===== config.mk =====
export PLATFORM = sky130hd
export DESIGN_NAME = l1_fill_unit
export DESIGN_NICKNAME = d
export VERILOG_FILES = /design/src/rtl/l1_fill_unit_pkg.sv /design/src/rtl/l1_fill_unit_prio_pick.sv /design/src/rtl/l1_fill_unit.sv
export SDC_FILE = /design/constraint.sdc
export NUM_CORES = 1
export LEC_CHECK = 0
export ABC_CLOCK_PERIOD_IN_PS = 3900
export CORE_ASPECT_RATIO = 1.4
export CORE_MARGIN = 2
export CORE_UTILIZATION = 55
export CTS_CLUSTER_DIAMETER = 80
export CTS_CLUSTER_SIZE = 10
export DETAILED_ROUTE_END_ITERATION = 16
export GPL_TIMING_DRIVEN = 1
export PLACE_DENSITY_LB_ADDON = 0.12
export SYNTH_ARGS = -nofsm -noshare
export SYNTH_HDL_FRONTEND = slang
export SYNTH_SLANG_ARGS = --single-unit
export TNS_END_PERCENT = 20

===== constraint.sdc =====
create_clock -name clk -period 3.9 [get_ports clk]
set_clock_uncertainty 0.15 [all_clocks]
set_input_delay 0.78 -clock clk [delete_from_list [all_inputs] [get_ports clk]]
set_output_delay 0.78 -clock clk [all_outputs]
set_load 0.005 [all_outputs]

===== src/rtl/l1_fill_unit_pkg.sv =====
// Shared memory-side constants and the outstanding-miss entry record for the L1 fill unit.
package l1_fill_unit_pkg;

    localparam int ADDR_W      = 32;
    localparam int LINE_LOG    = 7;
    localparam int LINE_W      = ADDR_W - LINE_LOG;
    localparam int NUM_ENTRIES = 4;
    localparam int ENTRY_LOG   = 2;
    localparam int CNT_W       = 10;

    localparam logic [CNT_W-1:0] L2_DELAY   = CNT_W'(20);
    localparam logic [CNT_W-1:0] DRAM_DELAY = CNT_W'(400);

    typedef struct packed {
        logic              valid;
        logic [LINE_W-1:0] line;
        logic [CNT_W-1:0]  cnt;
    } fill_entry_t;

    function automatic logic [CNT_W-1:0] fill_delay(input logic l2_hit);
        return l2_hit ? L2_DELAY : DRAM_DELAY;
    endfunction

endpackage


===== src/rtl/l1_fill_unit_prio_pick.sv =====
// Lowest-index-wins priority encoder; used for free-slot allocation and done-entry selection.
module fill_prio_pick #(
    parameter int N   = 4,
    parameter int LOG = 2
) (
    input  logic [N-1:0]   req,
    output logic           found,
    output logic [LOG-1:0] idx
);

    always_comb begin
        // NOTE: defaults first so every path assigns both outputs and no latch is inferred.
        found = 1'b0;
        idx   = '0;
        for (int i = N - 1; i >= 0; i--) begin
            if (req[i]) begin
                found = 1'b1;
                idx   = LOG'(i);
            end
        end
    end

endmodule


===== src/rtl/l1_fill_unit.sv =====
// L1 miss fill unit: tracks outstanding misses, models L2/DRAM latency, emits one tag write per cycle.
// Optional miss merging into an in-flight line is enabled by defining L1_MISS_MERGE_EN.
module l1_fill_unit
    import l1_fill_unit_pkg::*;
(
    input  logic                 clk,
    input  logic                 reset,
    input  logic                 stall,
    input  logic                 miss_valid,
    input  logic [ADDR_W-1:0]    miss_addr,
    input  logic                 miss_l2_hit,
    output logic                 miss_ready,
    output logic                 tag_write,
    output logic [ADDR_W-1:0]    tag_write_addr,
    output logic                 busy,
    output logic [ENTRY_LOG:0]   outstanding
);

    fill_entry_t              entries [NUM_ENTRIES];
    logic [NUM_ENTRIES-1:0]   free_vec;
    logic [NUM_ENTRIES-1:0]   done_vec;
    logic                     free_found;
    logic                     done_found;
    logic [ENTRY_LOG-1:0]     free_idx;
    logic [ENTRY_LOG-1:0]     done_idx;
    logic [LINE_W-1:0]        miss_line;
    logic                     merge_hit;
    logic                     do_alloc;
    logic [ENTRY_LOG:0]       outstanding_nxt;
    logic                     unused_offset_bits;

    assign miss_line          = miss_addr[ADDR_W-1:LINE_LOG];
    assign unused_offset_bits = ^miss_addr[LINE_LOG-1:0];

    always_comb begin
        free_vec = '0;
        done_vec = '0;
        for (int i = 0; i < NUM_ENTRIES; i++) begin
            free_vec[i] = ~entries[i].valid;
            done_vec[i] = entries[i].valid && (entries[i].cnt == '0);
        end
    end

    fill_prio_pick #(.N(NUM_ENTRIES), .LOG(ENTRY_LOG)) u_free_pick (
        .req   (free_vec),
        .found (free_found),
        .idx   (free_idx)
    );

    fill_prio_pick #(.N(NUM_ENTRIES), .LOG(ENTRY_LOG)) u_done_pick (
        .req   (done_vec),
        .found (done_found),
        .idx   (done_idx)
    );

`ifdef L1_MISS_MERGE_EN
    logic [NUM_ENTRIES-1:0] match_vec;

    // An entry completing this edge still matches: the request rides on that fill.
    always_comb begin
        match_vec = '0;
        for (int i = 0; i < NUM_ENTRIES; i++) begin
            match_vec[i] = entries[i].valid && (entries[i].line == miss_line);
        end
    end

    assign merge_hit = |match_vec;
`else
    assign merge_hit = 1'b0;
`endif

    // Ready depends only on registered entry state, never on this cycle's completion.
    assign miss_ready      = ~stall & (free_found | merge_hit);
    assign do_alloc        = miss_valid & miss_ready & ~merge_hit;
    assign outstanding_nxt = outstanding + (ENTRY_LOG+1)'(do_alloc) - (ENTRY_LOG+1)'(done_found);

    always_ff @(posedge clk) begin
        if (reset) begin
            // NOTE: the entry array is small and its valid bits gate everything, so it is fully reset.
            for (int i = 0; i < NUM_ENTRIES; i++) begin
                entries[i] <= '0;
            end
            tag_write      <= 1'b0;
            tag_write_addr <= '0;
            outstanding    <= '0;
            busy           <= 1'b0;
        end else if (!stall) begin
            // NOTE: non-blocking updates so every entry sees the same pre-edge state.
            for (int i = 0; i < NUM_ENTRIES; i++) begin
                if (done_found && (done_idx == ENTRY_LOG'(i))) begin
                    entries[i].valid <= 1'b0;
                end else if (do_alloc && (free_idx == ENTRY_LOG'(i))) begin
                    entries[i].valid <= 1'b1;
                    entries[i].line  <= miss_line;
                    entries[i].cnt   <= fill_delay(miss_l2_hit);
                end else if (entries[i].valid && (entries[i].cnt != '0)) begin
                    entries[i].cnt <= entries[i].cnt - CNT_W'(1);
                end
            end
            tag_write <= done_found;
            if (done_found) begin
                tag_write_addr <= {entries[done_idx].line, {LINE_LOG{1'b0}}};
            end
            outstanding <= outstanding_nxt;
            busy        <= (outstanding_nxt != '0);
        end
    end

endmodule

==> run summary, run 1 <==
max frequency - 301.4 MHz
Post-synth ARST share - 0%
crit path kind - reg2reg
total setup buffers inserted after CTS - 0
largest net degree at the start of global routing - 28
Critical Path End Type - flop
Yosys reg bits - 174
Critical Path Start Type - flop
Synth area leaders - edfxtp_1, and2_1, dfxtp_1
area leader, netlist - edfxtp_1
max-slew violation count - 0
Worst-Margin Slew - 0.9497 ns
buffer depth of the longest clock path - 2
final worst path period need - 3.318 ns
Num Clock Sinks - 174
MaxCap Viol Count - 0
Syn Inst Count - 633
DRC viols - 0
input/output buffers - 60
CP required - 4.10 ns
Clk pwr share - 41.1%
Switching Share - 22.24%
antenna diode count - 0
status - finished, final reports clean
Cell Int Power - 3243 uW
top cell type's share of synthesized area - 54.29%
full die area - 15470 um2
CTS tree - built
Post-CTS Hold Buffers - 0
layout cells sized above 1 - 10.50%
post-CTS sizing - 0
Place WS - 0.6071 ns
Worst Path Arrival - 3.51 ns
syn avg cell area - 12.58 um2
grt ovf - 0
Power per Cell Area - 448.1 nW/um2
Final period util - 85.08%
RSZ-0062 raised after global routing - no
Final Hold Fails - 0
leakage - 0.003376 uW
root buffer selected by CTS - clkbuf_16
die height - 146.4 um
CP max FO - 4
DR vias - 5227
row count - 52
initial antenna violation count - 0
register area share after synthesis - 61.83%
critical path, cell by cell - or4_4 > or4_1 > and2_1 > nand3_1 > xnor2_1 > ha_1 > fa_1 > xor2_1 > or3_1 > a21oi_1
area delta synth->final - 16.84%
routed len/inst - 19.45 um
Warnings, synthesis - 0
Reg clk slew, reported paths - 0.06 ns
DP Wirelength - 10.69 mm
Total GRT Usage - 23.46%
Avg Vias per Cell - 5.847
Worst R2R Setup Slack - 0.58 ns
Clock Latency Late Sink - 0.41 ns
core area - 14310 um2
number of buffers created by CTS - 17
first-pass GRT wire length - 27.97 mm
number of synthesized flops with an enable pin - 144
initial drt markers - 305
number of global-route vias before repair - 5461
die width - 105.7 um
ANT nets after route - 0
initial core utilization - 55.65%
Distinct cells, synth - 46
CP max stage delay - 0.58 ns
PnR worst setup slack - 0.5819 ns
fillcell total - 1114
delay-heaviest family, CP - simple AND/OR/NAND/NOR gates
GP Congestion - 0.8024
Max transition margin - 36.62%
Seq pwr share - 51.7%
Post-layout nets - 738
routed wire length - 17.39 mm
VDD IR max - 256.9 uV
HP Class - reg2reg
endpoints failing setup - 0
combinational group share of total power - 7.2%
Ports - 75
DRT Pass-1 Iters - 5
setup_tns - 0 ns
Worst Path Buf+Inv - 0
H-tree depth - 4
Post-Syn Area - 7965 um2
prevailing post-synth register cell - edfxtp_1
Psw - 927.6 uW
Crit-path slowest cell - or4_4
routing by layer:
metal | GRT usage, % | wire length (um) | vias up
li1 | - | - | 2460
met1 | 29.07 | 7190 | 2613
met2 | 41.55 | 9244 | 138
met3 | 4.107 | 769 | 16
met4 | 7.632 | 183 | 0
met5 | 0 | 0 | -
cell usage after synthesis (2+ instances only):
| cell type | instances |
|---|---|
| clkbuf_1 | 24 |
| edfxtp_1 | 144 |
| buf_6 | 5 |
| inv_1 | 19 |
| a221oi_2 | 20 |
| or3_1 | 3 |
| nand2_1 | 21 |
| ha_1 | 8 |
| a211oi_1 | 25 |
| xor2_1 | 9 |
| and4_1 | 2 |
| or4_1 | 3 |
| and2_1 | 102 |
| o31ai_1 | 6 |
| o221ai_1 | 25 |
| nor2b_1 | 3 |
| o22ai_1 | 8 |
| mux2i_1 | 2 |
| o21ai_0 | 12 |
| nor3_1 | 9 |
| nor4b_1 | 3 |
| buf_2 | 3 |
| nor4_1 | 5 |
| buf_4 | 9 |
| nand2b_1 | 3 |
| a221oi_1 | 6 |
| buf_1 | 2 |
| dfxtp_1 | 30 |
| nand4_1 | 4 |
| nand3_1 | 13 |
| a21oi_1 | 9 |
| nor2_1 | 63 |
| xnor2_1 | 20 |
final cells by class:
type                    instances  area [um2]  share of cell area, %
inverters                      19       71.32                 0.7663
clock inverters                14       166.4                  1.788
flip-flops and latches        174        4925                  52.92
multi-input cells             403        2755                  29.60
clock buffers                  18       429.2                  4.611
well taps                     189       236.5                  2.541
repair buffers                 77       723.2                  7.771
final timing paths:
path / depth (start not counted) / to / from
setup / recovery: 10 / outstanding[2] / entries[1][5]
hold / removal: 2 / busy / busy
setup reg to reg: 10 / outstanding[2] / entries[1][5]
hold reg to reg: 2 / busy / busy
per-stage QoR:
stage          power, uW  std cells  hold WS (ns)  instance area [um2]  util, %
4_1_cts             4186        894        0.3361                 9306    65.02
6_report            4171        894        0.3331                 9306    65.02
2_1_floorplan       2370        639        0.3186                 7988        -
5_1_grt             4309        894        0.3538                 9306    65.02
3_3_place_gp        2482        862        0.3130                 8711    60.86
3_5_place_dp        2499        862        0.3267                 8711    60.86
worst min-delay path, cell delays in order, from the launching register on:
cell	delay (ns)
dfxtp_1	0.31
inv_1	0.05
a221oi_1	0.07
kinds of logic (layout without fill, tap and decap cells):
logic type                 Yosys count  count (layout)  synth area share, %
muxes                                2               2               0.2513
AOI/OAI and AO/OA                  115             115                12.82
adders and majority gates            9               9                1.508
buffers and inverters               62             128                3.864
DFF                                174             174                61.83
other                                1               7              0.04708
and+or+nand+nor                    241             241                16.49
xor gates and xnor gates            29              29                3.189
flip-flops by register name (all words and copies together), names as in the netlist:
register and cells:
busy 1, entries 144, outstanding 3, tag_write 1
tag_write_addr 25
layout by cell type, fill, tap and decap left out, types with 9 or more instances in the layout:
cell type	synthesis	layout
and2_1	102	102
inv_1	19	19
a211oi_1	25	25
a221oi_2	20	20
nand3_1	13	13
o221ai_1	25	25
o21ai_0	12	12
buf_4	9	17
dfxtp_1	30	30
nor2_1	63	63
clkdlybuf4s50_1	0	59
a21oi_1	9	9
nor3_1	9	9
nand2_1	21	21
xnor2_1	20	20
xor2_1	9	9
edfxtp_1	144	144
clkbuf_16	0	17
power by group through the flow:
stage	logic, uW	clock network [uW]	registers (uW)
floorplan	188	0	2180
CTS	304	1720	2160
finish	301	1710	2160
detailed placement	302	0	2200
global placement	292	0	2190
global route	331	1810	2170
No activity file was read; power rests on OpenSTA's default activity.
==> run 2, diff against run 1 <==
Settings changed: CORE_UTILIZATION 55 to 25.
==> run summary, run 2 (synthesis results as in run 1) <==
first-pass GRT wire length - 32.75 mm (was 27.97 mm)
max reg flops - 144 (unchanged)
status - finished, final reports clean (unchanged)
hold_ws - 0.3265 ns (was 0.3331 ns)
RSZ-0062 raised after global routing - no (unchanged)
CTS tree - built (unchanged)
setup_tns - 0 ns (unchanged)
initial core utilization - 25.28% (was 55.65%)
Seq pwr share - 52.4% (was 51.7%)
most common cell after layout, fill and taps aside - edfxtp_1 (unchanged)
die width - 154.9 um (was 105.7 um)
Crit-path slowest cell - or4_4 (unchanged)
max-slew violation count - 0 (unchanged)
Critical Path End Type - flop (unchanged)
endpoints failing setup - 0 (unchanged)
Post-CTS Hold Buffers - 0 (unchanged)
die height - 215.2 um (was 146.4 um)
full die area - 33320 um2 (was 15470 um2)
final worst path period need - 3.356 ns (was 3.318 ns)
Worst-Margin Slew - 1.242 ns (was 0.9497 ns)
initial antenna violation count - 2 (was 0)
delay-heaviest family, CP - simple AND/OR/NAND/NOR gates (unchanged)
core area - 31500 um2 (was 14310 um2)
crit path kind - reg2reg (unchanged)
Worst Path Arrival - 3.58 ns (was 3.51 ns)
Cell Int Power - 3116 uW (was 3243 uW)
Final period util - 86.04% (was 85.08%)
Worst Path Buf+Inv - 0 (unchanged)
antenna diode count - 0 (unchanged)
GRT Max-Usage Layer - met2 (unchanged)
total setup buffers inserted after CTS - 0 (unchanged)
Final Hold Fails - 0 (unchanged)
post-CTS sizing - 0 (unchanged)
Max transition margin - 17.12% (was 36.62%)
routed wire length - 21.42 mm (was 17.39 mm)
VDD IR max - 256.9 uV (about the same)
CP max FO - 5 (was 4)
Post-layout nets - 740 (was 738)
number of global-route vias before repair - 5417 (was 5461)
commonest non-fill, non-tap cells in the layout - edfxtp_1, and2_1, nor2_1 (unchanged)
max frequency - 298.0 MHz (was 301.4 MHz)
Crit Reg-Reg Startpoint - entries[1][4] (was entries[1][5])
combinational group share of total power - 7.6% (was 7.2%)
fillcell total - 3204 (was 1114)
largest net degree at the start of global routing - 38 (was 28)
MaxCap Viol Count - 0 (unchanged)
Power per Cell Area - 431.3 nW/um2 (was 448.1 nW/um2)
met3 usage - 2.964% (was 4.107%)
top flop regs - entries x144, tag_write_addr x25, outstanding x3 (unchanged)
layout cells sized above 1 - 10.47% (was 10.50%)
input/output buffers - 60 (unchanged)
Avg Vias per Cell - 4.779 (was 5.847)
routed len/inst - 19.44 um (was 19.45 um)
Critical Path Start Type - flop (unchanged)
CP max stage delay - 0.56 ns (was 0.58 ns)
Hold Crit Start - busy (unchanged)
Switching Share - 24.21% (was 22.24%)
Ports - 75 (unchanged)
met2 GRT Util - 22.41% (was 41.55%)
DRT Pass-1 Iters - 4 (was 5)
largest reg by FF count - entries (unchanged)
fin cells - 1102 (was 894)
Clock Latency Late Sink - 0.44 ns (was 0.41 ns)
HP Class - reg2reg (unchanged)
Psw - 995.1 uW (was 927.6 uW)
root buffer selected by CTS - clkbuf_16 (unchanged)
placed cells - 1070 (was 862)
critical path, cell by cell - or4_4 > or4_1 > and2_1 > nand3_1 > xnor2_1 > ha_1 > fa_1 > xor2_1 > or3_1 > a21oi_1 (unchanged)
DRC viols - 0 (unchanged)
buffer depth of the longest clock path - 2 (unchanged)
H-tree depth - 4 (unchanged)
CP required - 4.13 ns (was 4.10 ns)
Reg clk slew, reported paths - 0.07 ns (was 0.06 ns)
initial drt markers - 284 (was 305)
area delta synth->final - 19.67% (was 16.84%)
GR Util met1 - 16.60% (was 29.07%)
GP Congestion - 0.7318 (was 0.8024)
DP Wirelength - 12.49 mm (was 10.69 mm)
crit path from - entries[1][4] (was entries[1][5])
ANT nets after route - 0 (unchanged)
Clk pwr share - 39.9% (was 41.1%)
Total GRT Usage - 13.34% (was 23.46%)
Num Clock Sinks - 174 (unchanged)
number of buffers created by CTS - 17 (unchanged)
row count - 77 (was 52)
leakage - 0.003359 uW (was 0.003376 uW)
grt ovf - 0 (unchanged)
DR vias - 5266 (was 5227)
run 2: cell types whose count changed in the layout (fill, tap and decap cells not counted), sizes merged:
cell      change
buf           +2
bufinv        -2
clkbuf        +1
clkinv        -1
clkinvlp      +1
inv           +1
run 2: cell type report:
cell class	instances	area [um2]	share of cell area, %
clock buffer	19	432.9	4.542
clock inverter	13	115.1	1.208
inverter	19	71.32	0.7482
multi-input combinational	403	2755	28.91
sequential	174	4925	51.67
tap	395	494.2	5.185
timing repair buffer	79	738.2	7.745
run 2: path summary, 6_finish.rpt:
path | end | slack, ns | depth (start not counted)
setup reg to reg | outstanding[2] | 0.54 | 10
hold reg to reg | busy | 0.33 | 2
setup / recovery | outstanding[2] | 0.54 | 10
hold / removal | busy | 0.33 | 2
run 2: per-stage QoR:
step	cell area (um2)	utilization (%)	setup slack (ns)	power [uW]
6_report	9532	30.26	0.5443	4111
3_3_place_gp	8984	28.52	0.5454	2505
3_5_place_dp	8984	28.52	0.5264	2517
2_1_floorplan	7988	-	0.4661	2370
5_1_grt	9532	30.26	0.2740	4273
4_1_cts	9532	30.26	0.5004	4172
run 2: power by group through the flow:
stage	clock, uW	combinational [uW]	sequential (uW)
after detailed placement	0	320	2200
after global routing	1760	348	2170
final	1640	314	2160
after CTS	1690	321	2160
after global placement	0	314	2190
after floorplan	0	188	2180
run 2: metal layers:
layer / part of all wire [%] / routed length (um)
met1: 45 / 9581
met2: 50 / 10690
met3: 3.4 / 734
met4: 1.9 / 399
met5: 0.061 / 13
run 2: worst reg2reg max path, stage by stage (launching register included):
cell	delay (ns)
edfxtp_1	0.46
or4_4	0.56
or4_1	0.51
and2_1	0.18
nand3_1	0.13
xnor2_1	0.10
ha_1	0.19
fa_1	0.37
xor2_1	0.18
or3_1	0.32
a21oi_1	0.13
